### config.mk
export PLATFORM = sky130hd
export DESIGN_NAME = alu_share_arb
export DESIGN_NICKNAME = d
export VERILOG_FILES = /design/src/rtl/alu_share_arb.sv
export SDC_FILE = /design/constraint.sdc
export NUM_CORES = 1
export LEC_CHECK = 0
export CORE_AREA = 2 2 128 130
export CTS_CLUSTER_SIZE = 24
export DETAILED_ROUTE_END_ITERATION = 7
export DIE_AREA = 0 0 130 132
export PLACE_DENSITY = 0.73
export SYNTH_ARGS = -nofsm -noshare
export SYNTH_HDL_FRONTEND = slang
export SYNTH_SLANG_ARGS = --single-unit
export TNS_END_PERCENT = 30
### constraint.sdc
create_clock -name clk -period 3.53 [get_ports clk]
set_input_delay 0.5295 -clock clk [delete_from_list [all_inputs] [get_ports clk]]
set_output_delay 0.5295 -clock clk [all_outputs]
set_load 0.005 [all_outputs]
### src/rtl/alu_share_arb.sv
// Round-robin share of one execute-stage ALU between port 0 (integer/address) and port 1 (branch compare).
// Optional ALU_ARB_STATS_EN adds saturating grant/conflict counters.
module alu_share_arb #(
  parameter int DW = 32,
  parameter int OPW = 4,
  parameter int TAGW = 4,
  parameter logic [OPW-1:0] ADD_OP = '0
) (
  input  logic            clk,
  input  logic            rst_n,
  input  logic            req0_valid,
  output logic            req0_ready,
  input  logic [OPW-1:0]  req0_op,
  input  logic [DW-1:0]   req0_a,
  input  logic [DW-1:0]   req0_b,
  input  logic [TAGW-1:0] req0_tag,
  input  logic            req1_valid,
  output logic            req1_ready,
  input  logic [OPW-1:0]  req1_op,
  input  logic [DW-1:0]   req1_a,
  input  logic [DW-1:0]   req1_b,
  input  logic [TAGW-1:0] req1_tag,
  output logic            rsp0_valid,
  input  logic            rsp0_ready,
  output logic [DW-1:0]   rsp0_c,
  output logic            rsp0_f,
  output logic [TAGW-1:0] rsp0_tag,
  output logic            rsp1_valid,
  input  logic            rsp1_ready,
  output logic [DW-1:0]   rsp1_c,
  output logic            rsp1_f,
  output logic [TAGW-1:0] rsp1_tag,
  output logic [DW-1:0]   alu_a,
  output logic [DW-1:0]   alu_b,
  output logic [OPW-1:0]  alu_op,
  input  logic [DW-1:0]   alu_c,
  input  logic            alu_f
`ifdef ALU_ARB_STATS_EN
  ,
  output logic [31:0]     stat_gnt0,
  output logic [31:0]     stat_gnt1,
  output logic [31:0]     stat_conflict
`endif
);

  logic elig0, elig1, gnt0, gnt1, contended, rr_ptr;

  // A response register being drained this cycle counts as free.
  assign elig0      = req0_valid & (~rsp0_valid | rsp0_ready);
  assign elig1      = req1_valid & (~rsp1_valid | rsp1_ready);
  assign contended  = elig0 & elig1;
  assign gnt0       = elig0 & (~elig1 | ~rr_ptr);
  assign gnt1       = elig1 & (~elig0 | rr_ptr);
  assign req0_ready = gnt0;
  assign req1_ready = gnt1;

  always_comb begin
    alu_a  = req0_a;
    alu_b  = req0_b;
    alu_op = gnt0 ? req0_op : ADD_OP;
    if (gnt1) begin
      alu_a  = req1_a;
      alu_b  = req1_b;
      alu_op = req1_op;
    end
  end

  always_ff @(posedge clk or negedge rst_n) begin
    if (!rst_n) begin
      rr_ptr <= 1'b0;
    end else if (contended) begin
      rr_ptr <= ~rr_ptr;
    end
  end

  always_ff @(posedge clk or negedge rst_n) begin
    if (!rst_n) begin
      rsp0_valid <= 1'b0;
      rsp0_c     <= '0;
      rsp0_f     <= 1'b0;
      rsp0_tag   <= '0;
    end else if (gnt0) begin
      rsp0_valid <= 1'b1;
      rsp0_c     <= alu_c;
      rsp0_f     <= alu_f;
      rsp0_tag   <= req0_tag;
    end else if (rsp0_ready) begin
      rsp0_valid <= 1'b0;
    end
  end

  always_ff @(posedge clk or negedge rst_n) begin
    if (!rst_n) begin
      rsp1_valid <= 1'b0;
      rsp1_c     <= '0;
      rsp1_f     <= 1'b0;
      rsp1_tag   <= '0;
    end else if (gnt1) begin
      rsp1_valid <= 1'b1;
      rsp1_c     <= alu_c;
      rsp1_f     <= alu_f;
      rsp1_tag   <= req1_tag;
    end else if (rsp1_ready) begin
      rsp1_valid <= 1'b0;
    end
  end

`ifdef ALU_ARB_STATS_EN
  always_ff @(posedge clk or negedge rst_n) begin
    if (!rst_n) begin
      stat_gnt0     <= '0;
      stat_gnt1     <= '0;
      stat_conflict <= '0;
    end else begin
      if (gnt0 && stat_gnt0 != 32'hFFFF_FFFF) stat_gnt0 <= stat_gnt0 + 32'd1;
      if (gnt1 && stat_gnt1 != 32'hFFFF_FFFF) stat_gnt1 <= stat_gnt1 + 32'd1;
      if (contended && stat_conflict != 32'hFFFF_FFFF) stat_conflict <= stat_conflict + 32'd1;
    end
  end
`endif

endmodule

Yosys cells after proc, flatten, opt, wreduce, memory -nomap -nowiden
Index checks and enable logic that the tools add are counted.
W data, S select, Z words.
{"block": "totals", "out_inout_bits": 146, "input_bits": 183, "word_cells": 33, "register_bits": 77}
{"block": "classes", "bitwise": 14, "n_reduce_logical": 2, "mux": 8}
{"op": "$mux W32", "n": 2}
{"op": "$mux W4", "n": 2}
{"op": "$and A1 B1 Y1", "n": 5}
{"op": "$not A1 Y1", "n": 5}
{"op": "$mux W1", "n": 4}
{"op": "$or A1 B1 Y1", "n": 4}
{"op": "$reduce_bool A2 Y1", "n": 2}

Depth between registers and ports, before layout
Gate-level depths: netlist of run 1.
{"block": "depth", "word_depth": 8, "depth_mapped": 6, "depth_no_buf": 4}

Worst setup path after synthesis of run 1
Ideal clock, no wire load.
{"block": "synth_timing", "path_type": "input port to output port", "from": "in req0_valid", "to": "out alu_b[12]", "setup_slack_ps": 1371, "t_required_ps": 3000, "t_arrival_ps": 1630, "cell_stages": 5, "n_path_buf": 2, "path_cell_list": "inv_2 > o311ai_4 > buf_4 > buf_4 > mux2_2"}
{"block": "synth_via", "elab_chain_cells": 5}
{"item": "start, declared", "line_no": "11", "source": "input logic req0_valid,"}
{"item": "$and A1 B1 Y1", "line_no": "49", "source": "assign elig0 = req0_valid & (~rsp0_valid | rsp0_ready);"}
{"item": "$not A1 Y1", "line_no": "53", "source": "assign gnt1 = elig1 & (~elig0 | rr_ptr);"}
{"item": "$or A1 B1 Y1", "line_no": "53"}
{"item": "$and A1 B1 Y1", "line_no": "53"}
{"item": "$mux W32", "line_no": "61", "source": "if (gnt1) begin"}
{"item": "end, declared", "line_no": "34", "source": "output logic [DW-1:0] alu_b,"}
No other way between the ends.

Worst setup path in the final report of run 1
{"block": "layout_timing", "from": "in req0_valid", "to": "out alu_b[28]"}
The elaborated chain is that of the path after synthesis.

==> flow_summary.json, run 1 <==
{
  "dp_slack_ns": 0.303,
  "power_density_nw_per_um2": 563,
  "ctsHoldBuffers": 0,
  "post-cts-setup-buffer-count": 0,
  "rr_worst_depth": 6,
  "ys_top_cells_by_area": "dfrtp_1 (52%), mux2_2 (40%), mux2_1 (2.1%)",
  "synthCells": 246,
  "holdWs_ns": 0.363,
  "fill_cells": 1402,
  "cts_buffers": 9,
  "hp-class": "in -> async",
  "critPathKind": "in -> out",
  "cts_htree_levels": 3,
  "gp_congestion": 0.811,
  "dr.pass1.iters": 4,
  "die_w_um": 130,
  "p_leak_uw": 0.00300,
  "track_usage_pct": 16.4,
  "p_sw_uw": 1060,
  "slew_viol_final": 0,
  "synth_nets": 429,
  "yosysWarnings": 0,
  "fin_util_pct": 48.2,
  "start_util_pct": 23.5,
  "yosys.area.top_type": "dfrtp_1",
  "startpoint_type": "input pin",
  "setup_viol": 0,
  "cts_resized": 0,
  "grt_antenna_before_repair": 1,
  "vias_per_cell": 4.26,
  "worst-path-max-fanout": 75,
  "setup_ws_ns": 0.295,
  "grt_use_met2_pct": 30.2,
  "mostFrequentLayoutCell": "clkdlybuf4s50_1",
  "synth_edf_count": 0,
  "dp_hpwl_um": 12000,
  "clkLatencyLatePin_ns": 0.33,
  "max_freq_mhz": 309,
  "grt_max_degree": 78,
  "arrival_ns": 2.71,
  "power_frac_clock_pct": 26.7,
  "io_pins": 329,
  "gr-usage-met3_pct": 6.13,
  "power_switching_share_pct": 24.8,
  "synthesis.area_um2": 3700,
  "r2r_slack_ns": 1.59,
  "yosysSeqAreaShare_pct": 52.1,
  "design_area_um2": 7580,
  "placed_area_um2": 7210,
  "required_ns": 3.00,
  "die_area_um2": 17200,
  "clk_pin_slew_worst_paths_ns": 0.06,
  "drtIter0Drc": 105,
  "fp-row-count": 46,
  "synth_ff_type": "dfrtp_1",
  "tns_ns": 0,
  "layout.nets": 758,
  "layout_common_cells": "clkdlybuf4s50_1 (327), mux2_2 (131), dfrtp_1 (77), clkbuf_16 (9), mux2_1 (7)",
  "synth_cell_type_count": 15,
  "syn_area_per_cell_um2": 15.0,
  "use_met1_pct": 17.2,
  "area.growth.synth_to_final_pct": 105,
  "overflow": 0,
  "die_height_um": 132,
  "layout-drive-gt1-share_pct": 27.1,
  "wl_per_cell_um": 18.4,
  "share_comb_of_total_power_pct": 41.9,
  "rsz0062_at_grt": "false",
  "coreArea_um2": 15700,
  "slew_headroom_pct": 36.4,
  "tightest_slew_ns": 0.955,
  "wirelength_um": 14700,
  "min_period_over_period_pct": 91.6,
  "p_seq_share_pct": 31.4,
  "p_int_uw": 3210,
  "io_buffers": 328,
  "cts.sinks": 77,
  "synth_top_area_share_pct": 52.1,
  "ir_worst_vdd_v": 0.000416,
  "hold_violations": 0,
  "async_flop_share_pct": 100,
  "clk_path_buf_depth": 2,
  "drtAntennaViolNets": 0,
  "grt_pass1_wl_um": 21400,
  "synth-seq-cells": 77,
  "cts_root_buf": "clkbuf_16",
  "reg2reg_to": "rsp1_c[24]",
  "busiest_layer": "met2",
  "maxCapViolCount": 0,
  "dr_total_vias": 3396,
  "rr_startpoint": "rsp0_valid",
  "finalClockSkew_ns": 0.00596,
  "period_needed_ns": 3.23,
  "end_kind": "output pin",
  "drc": 0,
  "grt_pass1_vias": 3699,
  "status": "finished, final reports clean",
  "cts_tree": "built"
}
[power by group through the flow]
stage / registers, uW / clock network (uW) / logic [uW]
finish: 1340 / 1140 / 1790
global route: 1380 / 1210 / 1900
CTS: 1340 / 1170 / 1820
detailed placement: 1360 / 0 / 1810
global placement: 1340 / 0 / 1780
floorplan: 1370 / 0 / 596
[state kept, by name (all words and copies together) (netlist names)]
signal and count:
rsp0_c 32, rsp1_c 32, rsp0_tag 4, rsp1_tag 4
rr_ptr 1, rsp0_f 1, rsp0_valid 1, rsp1_f 1
rsp1_valid 1
[stage by stage]
stage / total power, uW / std cells
after CTS: 4330 / 796
after floorplan: 1960 / 246
after global routing: 4490 / 797
after detailed placement: 3160 / 780
after global placement: 3120 / 780
final: 4270 / 797
[routing by layer]
metal  up-vias  routed length [um]
met4         0                 247
met5         -                   0
met2       182                7700
li1       1553                   -
met1      1646                5320
met3        15                1430
[cells in the mapped netlist (2+ instances only)]
master      n
buf_2       9
nand2_1     2
mux2_1      7
mux2_2    131
buf_4       5
inv_2       3
dfrtp_1    77
a22o_1      4
nand2b_1    2
[worst max-delay path by stage]
stage	start	end	slack, ns	cells past startpoint
floorplan	req0_valid	alu_b[12]	1.37	5
global placement	req0_valid	alu_b[28]	0.34	6
detailed placement	req0_valid	alu_b[28]	0.30	6
CTS	req0_valid	alu_a[19]	0.30	6
global route	req0_valid	alu_b[28]	0.24	6
finish	req0_valid	alu_b[28]	0.30	6
[cell families (layout without fill, tap and decap cells)]
kind of cell              count (synthesis)  after routing  share of synthesized area, %
AOI/OAI and AO/OA                         6              6                          1.93
xor gates and xnor gates                  1              1                         0.237
buffers and inverters                    18            352                          2.84
DFF                                      77             77                          52.1
muxes                                   138            138                          42.0
other                                     0              1                             0
and+or+nand+nor                           6              6                         0.880
[worst max-delay path, stage by stage]
cell	delay [ns]
clkdlybuf4s50_1	0.49
inv_2	0.06
o311ai_4	0.31
buf_12	0.35
mux2_2	0.39
clkdlybuf4s50_1	0.48
[layout make-up]
type / instances / area (um^2) / share of cell area (%)
diodes: 1 / 2.50 / 0.0330
clock buffers: 10 / 239 / 3.15
clock inverters: 6 / 134 / 1.77
inverters: 3 / 11.3 / 0.149
multi-input cells: 151 / 1670 / 22.0
flip-flops and latches: 77 / 1930 / 25.4
well taps: 216 / 270 / 3.56
repair buffers: 333 / 3330 / 43.9
Note: power is estimated with default switching activity, not from simulation.
==> inputs of run 2 (changes only) <==
SLEW_MARGIN = 30   (was unset)
==> flow_summary.json, run 2 (synthesis results as in run 1) <==
{
  "slew_viol_final": 0,
  "rr_startpoint": "rsp0_valid",
  "coreArea_um2": 15700,
  "cts_buffers": 9,
  "period_needed_ns": 3.23,
  "status": "finished, final reports clean",
  "die_height_um": 132,
  "power_density_nw_per_um2": 563,
  "overflow": 0,
  "path_depth": 6,
  "io_buffers": 328,
  "mostFrequentLayoutCell": "clkdlybuf4s50_1",
  "dr_total_vias": 3401,
  "min_period_over_period_pct": 91.6,
  "cpLargestDelayFamily": "buffers and inverters",
  "drtAntennaViolNets": 0,
  "power_frac_clock_pct": 26.7,
  "drc": 0,
  "die_area_um2": 17200,
  "layout.nets": 758,
  "reg2reg_to": "rsp1_c[24]",
  "cts.sinks": 77,
  "critPathKind": "in -> out",
  "top_regs": "rsp0_c (32), rsp1_c (32)",
  "clk_pin_slew_worst_paths_ns": 0.06,
  "fp-row-count": 46,
  "end_kind": "output pin",
  "share_comb_of_total_power_pct": 41.9,
  "multi_input_area_um2": 1670,
  "maxCapViolCount": 0,
  "register_area_um2": 1930,
  "crit_chain": "clkdlybuf4s50_1 -> inv_2 -> o311ai_4 -> buf_12 -> mux2_2 -> clkdlybuf4s50_1",
  "rsz0062_at_grt": "false",
  "die_w_um": 130,
  "wl_per_cell_um": 18.4,
  "fill_cells": 1400,
  "crit_buf_inv": 4,
  "cp_common_cell": "clkdlybuf4s50_1",
  "cts_htree_levels": 3,
  "placed_area_um2": 7210,
  "grt_antenna_before_repair": 1,
  "dp_hpwl_um": 12000,
  "r2r_slack_ns": 1.59,
  "p_int_uw": 3210,
  "grt_max_degree": 78,
  "p_total_uw": 4270,
  "worst-path-max-fanout": 75,
  "design_area_um2": 7580,
  "wirelength_um": 14700,
  "clk_path_buf_depth": 2,
  "track_usage_pct": 16.4,
  "drtIter0Drc": 110,
  "clkLatencyLatePin_ns": 0.33,
  "cts_resized": 0,
  "post-cts-setup-buffer-count": 0,
  "grt_pass1_wl_um": 21400,
  "cts_root_buf": "clkbuf_16",
  "hold_violations": 0,
  "vias_per_cell": 4.27,
  "cts_tree": "built",
  "max_freq_mhz": 309,
  "ir_worst_vdd_v": 0.000415,
  "power_switching_share_pct": 24.8,
  "slew_headroom_pct": 54.6,
  "start_util_pct": 23.5,
  "startpoint_type": "input pin",
  "setup_viol": 0,
  "dr.pass1.iters": 4,
  "p_sw_uw": 1060,
  "io_pins": 329,
  "layout-drive-gt1-share_pct": 27.1,
  "tightest_slew_ns": 0.681,
  "critPathMaxStageDelay_ns": 0.49,
  "p_leak_uw": 0.00300,
  "rr_worst_depth": 6,
  "area.growth.synth_to_final_pct": 105,
  "layout_common_cells": "clkdlybuf4s50_1 (327), mux2_2 (131), dfrtp_1 (77), clkbuf_16 (9), mux2_1 (7)",
  "p_seq_share_pct": 31.4,
  "grt_pass1_vias": 3699,
  "arrival_ns": 2.71,
  "crit_slowest_cell": "clkdlybuf4s50_1",
  "ctsHoldBuffers": 0,
  "hp-class": "in -> async",
  "required_ns": 3.00,
  "tns_ns": 0,
  "gp_congestion": 0.811,
  "finalClockSkew_ns": 0.00596,
  "worstSetupStartpoint": "req0_valid"
}
==> run 2: per-stage QoR <==
stage | setup slack, ns | std cells | util, % | hold WS (ns)
6_report | 0.295 | 797 | 48.3 | 0.236
5_1_grt | 0.243 | 797 | 48.3 | 0.284
4_1_cts | 0.305 | 796 | 48.2 | 0.387
3_5_place_dp | 0.303 | 780 | 45.9 | 0.478
3_3_place_gp | 0.341 | 780 | 45.9 | 0.468
2_1_floorplan | 1.37 | 246 | - | 0.234
==> run 2: how the worst max path moves through the flow <==
stage | end | slack (ns)
finish | alu_b[28] | 0.30
global placement | alu_b[28] | 0.34
global route | alu_b[28] | 0.24
floorplan | alu_b[12] | 1.37
CTS | alu_a[19] | 0.30
detailed placement | alu_b[28] | 0.30
==> run 2: layout make-up <==
class / instances / share of cell area [%]
Antenna cell: 1 / 0.0330
Clock inverter: 6 / 1.77
Sequential cell: 77 / 25.4
Tap cell: 216 / 3.56
Timing Repair Buffer: 333 / 44.0
Clock buffer: 10 / 3.15
Inverter: 3 / 0.148
Multi-Input combinational cell: 151 / 22.0
==> run 2: layer usage <==
layer,track usage (%),routed length [um],vias up,share of wire (%)
li1,-,-,1551,-
met1,17.2,5250,1653,36
met2,30.2,7750,182,53
met3,6.13,1440,15,9.8
met4,4.90,248,0,1.7
met5,0,0,-,0
==> run 2: power groups by stage <==
stage | sequential (uW) | clock (uW) | combinational [uW]
after floorplan | 1370 | 0 | 596
after global placement | 1340 | 0 | 1780
after detailed placement | 1360 | 0 | 1810
after CTS | 1340 | 1170 | 1820
after global routing | 1380 | 1210 | 1900
final | 1340 | 1140 | 1790
